--- config.mk ---
export PLATFORM = sky130hd
export DESIGN_NAME = lcd_bus_driver_flat
export DESIGN_NICKNAME = d
export VERILOG_FILES = /design/src/rtl/lcd_bus_driver_if.sv /design/src/rtl/lcd_bus_driver.sv /design/src/flat_wrapper.sv
export SDC_FILE = /design/constraint.sdc
export NUM_CORES = 1
export LEC_CHECK = 0
export BUFFER_PORTS_ARGS = -buffer_cell sky130_fd_sc_hd__buf_2
export CORE_UTILIZATION = 64
export CTS_BUF_LIST = sky130_fd_sc_hd__clkbuf_8
export DETAILED_ROUTE_END_ITERATION = 12
export PLACE_DENSITY = 0.84
export SLEW_MARGIN = 20
export SYNTH_ARGS = -nofsm -noshare
export SYNTH_HDL_FRONTEND = slang
export SYNTH_SLANG_ARGS = --single-unit
--- constraint.sdc ---
create_clock -name fpga_clk_i -period 5.1 [get_ports fpga_clk_i]
set_input_delay 0.255 -clock fpga_clk_i [delete_from_list [all_inputs] [get_ports fpga_clk_i]]
set_output_delay 0.255 -clock fpga_clk_i [all_outputs]
set_load 0.01 [all_outputs]
--- src/rtl/lcd_bus_driver_if.sv ---
// Byte handshake between the LCD page controller and the bus driver.
// The controller offers {rs, data} and the driver answers with ready.
interface lcd_bus_driver_if;
    logic       cmd_valid_i;
    logic       cmd_ready_o;
    logic       cmd_rs_i;
    logic [7:0] cmd_data_i;

    modport master (
        output cmd_valid_i,
        output cmd_rs_i,
        output cmd_data_i,
        input  cmd_ready_o
    );

    modport slave (
        input  cmd_valid_i,
        input  cmd_rs_i,
        input  cmd_data_i,
        output cmd_ready_o
    );
endinterface

--- src/rtl/lcd_bus_driver.sv ---
// HD44780 8-bit write-only bus timing stage (setup, E pulse, hold, exec wait).
// Define LCD_POWERON_INIT_EN to build in the power-on init sequence.
module lcd_bus_driver #(
    parameter int SETUP_CYCLES     = 4,
    parameter int PULSE_CYCLES     = 25,
    parameter int HOLD_CYCLES      = 2,
    parameter int EXEC_CYCLES      = 2000,
    parameter int LONG_EXEC_CYCLES = 80000,
    parameter int POWERON_CYCLES   = 2000000
) (
    input  logic             fpga_clk_i,
    input  logic             fpga_reset_i,
    lcd_bus_driver_if.slave  cmd,
    output logic             busy_o,
    output logic             init_done_o,
    output logic [7:0]       lcd_data_o,
    output logic             lcd_rs_o,
    output logic             lcd_rw_o,
    output logic             lcd_enable_o
);

    localparam int M0 = (SETUP_CYCLES > PULSE_CYCLES) ?
                        SETUP_CYCLES : PULSE_CYCLES;
    localparam int M1 = (M0 > HOLD_CYCLES) ? M0 : HOLD_CYCLES;
    localparam int M2 = (M1 > EXEC_CYCLES) ? M1 : EXEC_CYCLES;
    localparam int M3 = (M2 > LONG_EXEC_CYCLES) ?
                        M2 : LONG_EXEC_CYCLES;
`ifdef LCD_POWERON_INIT_EN
    localparam int MAXC = (M3 > POWERON_CYCLES) ?
                          M3 : POWERON_CYCLES;
`else
    localparam int MAXC = M3;
`endif
    localparam int CW = $clog2(MAXC + 1);

`ifdef LCD_POWERON_INIT_EN
    typedef enum logic [2:0] {
        PWR_WAIT,
        INIT_LOAD,
        IDLE,
        SETUP,
        PULSE,
        HOLD,
        WAIT
    } state_t;
`else
    typedef enum logic [2:0] {
        IDLE,
        SETUP,
        PULSE,
        HOLD,
        WAIT
    } state_t;
`endif

    state_t          state;
    logic [CW-1:0]   cnt;
    logic            long_wait;
    logic            accept;

`ifdef LCD_POWERON_INIT_EN
    logic [2:0]      init_idx;
    logic            init_done;

    function automatic logic [7:0] init_byte(input logic [2:0] idx);
        logic [7:0] b;
        case (idx)
            3'd0:    b = 8'h38;
            3'd1:    b = 8'h38;
            3'd2:    b = 8'h38;
            3'd3:    b = 8'h0C;
            3'd4:    b = 8'h01;
            default: b = 8'h06;
        endcase
        return b;
    endfunction

    assign init_done_o = init_done;
`else
    assign init_done_o = 1'b1;
`endif

    assign cmd.cmd_ready_o = (state == IDLE) && init_done_o;
    assign busy_o          = (state != IDLE);
    assign lcd_rw_o        = 1'b0;
    assign accept          = cmd.cmd_valid_i && cmd.cmd_ready_o;

    // Clear (0x01) and home (0x02/0x03) need the long execution time.
    assign long_wait = !lcd_rs_o &&
                       (lcd_data_o[7:2] == 6'd0) &&
                       (lcd_data_o[1:0] != 2'd0);

    always_ff @(posedge fpga_clk_i or posedge fpga_reset_i) begin
        if (fpga_reset_i) begin
`ifdef LCD_POWERON_INIT_EN
            state     <= PWR_WAIT;
            cnt       <= CW'(POWERON_CYCLES - 1);
            init_idx  <= 3'd0;
            init_done <= 1'b0;
`else
            state     <= IDLE;
            cnt       <= '0;
`endif
            lcd_data_o   <= 8'h00;
            lcd_rs_o     <= 1'b0;
            lcd_enable_o <= 1'b0;
        end else begin
            unique case (state)
`ifdef LCD_POWERON_INIT_EN
                PWR_WAIT: begin
                    if (cnt == '0) begin
                        state <= INIT_LOAD;
                    end else begin
                        cnt <= cnt - 1'b1;
                    end
                end
                INIT_LOAD: begin
                    lcd_rs_o   <= 1'b0;
                    lcd_data_o <= init_byte(init_idx);
                    cnt        <= CW'(SETUP_CYCLES - 1);
                    state      <= SETUP;
                end
`endif
                IDLE: begin
                    if (accept) begin
                        lcd_rs_o   <= cmd.cmd_rs_i;
                        lcd_data_o <= cmd.cmd_data_i;
                        cnt        <= CW'(SETUP_CYCLES - 1);
                        state      <= SETUP;
                    end
                end
                SETUP: begin
                    if (cnt == '0) begin
                        lcd_enable_o <= 1'b1;
                        cnt          <= CW'(PULSE_CYCLES - 1);
                        state        <= PULSE;
                    end else begin
                        cnt <= cnt - 1'b1;
                    end
                end
                PULSE: begin
                    if (cnt == '0) begin
                        lcd_enable_o <= 1'b0;
                        cnt          <= CW'(HOLD_CYCLES - 1);
                        state        <= HOLD;
                    end else begin
                        cnt <= cnt - 1'b1;
                    end
                end
                HOLD: begin
                    if (cnt == '0) begin
                        cnt   <= long_wait ?
                                 CW'(LONG_EXEC_CYCLES - 1) :
                                 CW'(EXEC_CYCLES - 1);
                        state <= WAIT;
                    end else begin
                        cnt <= cnt - 1'b1;
                    end
                end
                WAIT: begin
                    if (cnt == '0) begin
`ifdef LCD_POWERON_INIT_EN
                        if (init_done) begin
                            state <= IDLE;
                        end else if (init_idx == 3'd5) begin
                            init_done <= 1'b1;
                            state     <= IDLE;
                        end else begin
                            init_idx <= init_idx + 3'd1;
                            state    <= INIT_LOAD;
                        end
`else
                        state <= IDLE;
`endif
                    end else begin
                        cnt <= cnt - 1'b1;
                    end
                end
                default: begin
                    lcd_enable_o <= 1'b0;
                    state        <= IDLE;
                end
            endcase
        end
    end

endmodule

--- src/flat_wrapper.sv ---
// flat-port wrapper written by rule: the top's interface ports become plain ports
module lcd_bus_driver_flat 
#(
    parameter int SETUP_CYCLES     = 4,
    parameter int PULSE_CYCLES     = 25,
    parameter int HOLD_CYCLES      = 2,
    parameter int EXEC_CYCLES      = 2000,
    parameter int LONG_EXEC_CYCLES = 80000,
    parameter int POWERON_CYCLES   = 2000000
)
  (fpga_clk_i, fpga_reset_i, busy_o, init_done_o, lcd_data_o, lcd_rs_o, lcd_rw_o, lcd_enable_o, cmd_cmd_valid_i, cmd_cmd_rs_i, cmd_cmd_data_i, cmd_cmd_ready_o);
  lcd_bus_driver_if cmd_i ();
  input  logic fpga_clk_i;
  input  logic fpga_reset_i;
  output logic busy_o;
  output logic init_done_o;
  output logic [7:0] lcd_data_o;
  output logic lcd_rs_o;
  output logic lcd_rw_o;
  output logic lcd_enable_o;
  input wire logic [$bits(cmd_i.cmd_valid_i)-1:0] cmd_cmd_valid_i;
  input wire logic [$bits(cmd_i.cmd_rs_i)-1:0] cmd_cmd_rs_i;
  input wire logic [$bits(cmd_i.cmd_data_i)-1:0] cmd_cmd_data_i;
  output wire logic [$bits(cmd_i.cmd_ready_o)-1:0] cmd_cmd_ready_o;
  assign cmd_i.cmd_valid_i = cmd_cmd_valid_i;
  assign cmd_i.cmd_rs_i = cmd_cmd_rs_i;
  assign cmd_i.cmd_data_i = cmd_cmd_data_i;
  assign cmd_cmd_ready_o = cmd_i.cmd_ready_o;
  lcd_bus_driver #(.SETUP_CYCLES(SETUP_CYCLES), .PULSE_CYCLES(PULSE_CYCLES), .HOLD_CYCLES(HOLD_CYCLES), .EXEC_CYCLES(EXEC_CYCLES), .LONG_EXEC_CYCLES(LONG_EXEC_CYCLES), .POWERON_CYCLES(POWERON_CYCLES)) u_core (.fpga_clk_i(fpga_clk_i), .fpga_reset_i(fpga_reset_i), .cmd(cmd_i), .busy_o(busy_o), .init_done_o(init_done_o), .lcd_data_o(lcd_data_o), .lcd_rs_o(lcd_rs_o), .lcd_rw_o(lcd_rw_o), .lcd_enable_o(lcd_enable_o));
endmodule
==> impl_results.rst <==
.. list-table::
   :header-rows: 1

   * - Metric
     - Value
   * - Outcome
     - finished clean
   * - Count of boundary I/O pins
     - 26
   * - Initial Utilization
     - 0.6838
   * - Clk sinks
     - 30
   * - Endpoints failing setup
     - 0
   * - Syn Inst Count
     - 230
   * - DIE AREA
     - 3193 sq um
   * - Remaining global-route overflow
     - 0
   * - Antenna violations before repair
     - 0
   * - Type of the worst setup path
     - flop to flop
   * - Power density cells
     - 300.4 nW/um^2
   * - Cell types with the largest area share after synthesis
     - dfrtp_1, mux2_2, nand2_1, o21ai_0, nor2_1
   * - Fraction of the mapped netlist area in simple logic gates
     - 0.2487
   * - Most frequent cell on the critical path
     - nor4b_1
   * - Count of routing violations after the opening detailed-route iteration
     - 198
   * - Tcrit/Tclk final
     - 0.6197
   * - R2r startpoint
     - u_core.cnt[0]$_DFFE_PP0P_
   * - Overall routed net length
     - 5179 microns
   * - Post-DR wirelength/cell
     - 18.56 microns
   * - Number of enable-type register cells in the synthesized netlist
     - 0
   * - Die Y
     - 56.51 microns
   * - Max capacitance violation total
     - 0
   * - Critical Path RT
     - 5310 ps
   * - Hold-fix buffers, CTS
     - 0
   * - Synth Area in XOR/XNOR
     - 0.004605
   * - Count of endpoints failing hold in the final timing report
     - 0
   * - Length in cells of the worst reg-to-reg path
     - 8
   * - Gpl congestion
     - 0.9733
   * - PostCTS Resize Cnt
     - 0
   * - Shortest clock period the worst path allows after layout
     - 3160 ps
   * - Layout net count
     - 260
   * - Via count of the first global-routing pass
     - 1777
   * - Post-synthesis async set-or-reset flop share
     - 1.000
   * - Clock buffers created by TritonCTS
     - 5
   * - Leak
     - 0.8873 nW
   * - Number of port buffers
     - 23
   * - Critical Path, Cell by Cell
     - inv_1 -> ha_1 -> nor4b_1 -> nand3_1 -> nor4b_1 -> a311oi_1 -> a311o_1 -> o21ai_0
   * - Number of warnings reported in the yosys synthesis log
     - 0
   * - Pin count of the biggest net entering global routing
     - 31
   * - Ant diodes
     - 0
   * - Maximum vdd ir drop
     - 0.0003174 V
   * - Remaining antenna violation count after routing
     - 0
   * - Post-synthesis cell area
     - 1902 sq um
   * - Delay contributed by the slowest stage of the critical path
     - 680 ps
   * - Root Driver
     - clkbuf_8
   * - Startpoint type of the worst setup path
     - flop
   * - Leading area contributor after synthesis
     - dfrtp_1
   * - Number of post-CTS setup repair buffers
     - 0
   * - Drt pass-1 iters
     - 8
   * - Core Box Area
     - 2781 sq um
   * - Peak clock frequency supported by timing
     - 316.4 MHz
   * - Combinational family with the most area after synthesis
     - simple AND/OR/NAND/NOR gates
   * - Worst reg2reg path endpoint
     - u_core.cnt[13]$_DFFE_PP0P_
   * - Post-synthesis to final-layout area growth
     - 9.934%
   * - Commonest cells in the netlist
     - dfrtp_1, nand2_1, nor2_1, o21ai_0, nor3_1
   * - PnR Total Power
     - 628.1 uW
   * - Post-synthesis mux area share
     - 0.05329
   * - Post-synthesis share of cell area spent on full adders, half adders and majority gates
     - 0.006579
   * - Clock tree skew after final layout
     - 10.64 ps
   * - Data arrival time at the worst-slack endpoint
     - 3370 ps
   * - Sequential fraction of the synthesis area
     - 0.3947
   * - DRC violations left
     - 0
   * - Most used standard cell by instance count after synthesis
     - dfrtp_1
   * - Reg2reg setup slack
     - 1940 ps
   * - CP Capture Type
     - flop
   * - Total Negative Setup Slacks
     - 0 ps
   * - First-pass GRT wire length
     - 8797 microns
   * - Transition time at the pin with the least slew margin
     - 903.8 ps
   * - Worst slew margin relative to its limit
     - 0.3919
   * - Library cells used by synthesis
     - 45
   * - #FFs+latches synth
     - 30
   * - Post-DR vias/cell
     - 6.982
   * - Via total after detailed routing
     - 1948
   * - Total half-perimeter wirelength after legalization and detailed placement
     - 3654 microns
   * - Proportion of layout cells with a drive suffix above 1
     - 0.1815
   * - Compound-gate portion of the synthesized area
     - 0.2388
   * - Number of core rows
     - 19
   * - Unrepaired setup endpoints after global routing
     - false
   * - Post-synth top area share
     - 0.3947
   * - Maximum clock path buffer count
     - 2
   * - Net Count, Synth
     - 243
   * - Worst hold path type
     - input port to async pin
   * - Clock slew seen by the registers of the worst setup and hold paths
     - 70 ps
   * - Post-route standard cell area excluding fillers
     - 2091 sq um
   * - TritonCTS clock tree
     - done
   * - Clock latency of the later-clocked register in the worst-skew pair
     - 290 ps
   * - Max FO, Critical Path
     - 9
   * - Per-instance average area after synthesis
     - 8.269 sq um
   * - GRT Total Usage
     - 0.3616
   * - Slowest cell on the critical path
     - nor4b_1
   * - Max-slew violation count
     - 0
   * - Number of H-tree levels
     - 2
   * - Final-layout worst hold slack
     - 41.23 ps
   * - Placed cell areas
     - 1996 sq um
   * - Dominant synthesized flop cell
     - dfrtp_1
   * - Chip width
     - 56.51 microns
==> metal layers <==
metal | share of wire | global-route usage | vias to the layer above
met5 | 0 | 0 | -
li1 | - | - | 892
met4 | 0.024 | 0.1882 | 0
met2 | 0.47 | 0.5210 | 125
met3 | 0.11 | 0.06221 | 14
met1 | 0.40 | 0.5213 | 917
==> how the worst max path moves through the flow <==
| stage | start | end | slack, ps | cells after the start |
|---|---|---|---|---|
| CTS | u_core.cnt[0]$_DFFE_PP0P_ | u_core.cnt[11]$_DFFE_PP0P_ | 2000 | 7 |
| global placement | u_core.cnt[0]$_DFFE_PP0P_ | u_core.cnt[11]$_DFFE_PP0P_ | 2160 | 7 |
| detailed placement | u_core.cnt[0]$_DFFE_PP0P_ | u_core.cnt[11]$_DFFE_PP0P_ | 2020 | 7 |
| finish | u_core.cnt[0]$_DFFE_PP0P_ | u_core.cnt[13]$_DFFE_PP0P_ | 1940 | 8 |
| global route | u_core.cnt[0]$_DFFE_PP0P_ | u_core.cnt[13]$_DFFE_PP0P_ | 1650 | 8 |
| floorplan | u_core.cnt[0]$_DFFE_PP0P_ | u_core.cnt[11]$_DFFE_PP0P_ | 2290 | 9 |
==> state kept, by name, summed over array words and instances (netlist names) <==
register,flops
u_core.lcd_rs_o,1
u_core.lcd_enable_o,1
u_core.lcd_data_o,8
u_core.cnt,17
u_core.state,3
==> power by group <==
| group | leakage (nW) | switching [mW] | internal [mW] |
|---|---|---|---|
| Clock | 0.0472 | 0.0968 | 0.108 |
| Combinational | 0.492 | 0.0675 | 0.0472 |
| Sequential | 0.348 | 0.0415 | 0.267 |
==> stage by stage <==
step / utilization / instances / worst slack, ps
global placement: 0.7175 / 271 / 2157
CTS: 0.7517 / 279 / 2001
finish: 0.7517 / 279 / 1940
global route: 0.7517 / 279 / 1646
detailed placement: 0.7175 / 271 / 2025
floorplan: - / 230 / 2286
==> worst max-delay path: cells and delay by family (launching register included) <==
family          cells  cell delay, ps
fa+ha+maj           1             230
buf+inv             1             120
simple gates        3            1670
flops               1             460
compound gates      3             610
==> placed cells by master, fill, tap and decap left out, drive strengths merged, types with 2 or more instances in the layout <==
cell type	Yosys	layout
clkbuf	8	6
and3	2	2
a21oi	12	12
nor4	5	5
inv	9	9
o21ai	21	21
nor3	15	15
or3	9	9
o211ai	6	6
nor4b	2	2
dfrtp	30	30
a211oi	8	8
a21boi	2	2
nand2	27	27
o22ai	5	5
conb	2	2
or4	2	2
buf	5	23
mux2	9	9
nand3	7	7
nor2	20	20
o41ai	3	3
a311oi	2	2
==> final cells by class <==
| class | count | area [sq um] |
|---|---|---|
| flip-flops and latches | 30 | 750.7 |
| repair buffers | 23 | 115.1 |
| clock inverters | 2 | 12.51 |
| fillers | 197 | 690.7 |
| multi-input cells | 178 | 1057 |
| well taps | 31 | 38.79 |
| inverters | 9 | 33.78 |
| clock buffers | 6 | 82.58 |
==> cells by family (layout without fill, tap and decap cells) <==
logic type | after synthesis | after routing
AO/OA/AOI/OAI | 70 | 70
XOR/XNOR | 1 | 1
adder cells (fa/ha/maj) | 1 | 1
buffers and inverters | 22 | 40
flip-flops | 30 | 30
multiplexers | 9 | 9
other | 2 | 2
AND/OR/NAND/NOR | 95 | 95
No activity file was read; power rests on OpenSTA's default activity.
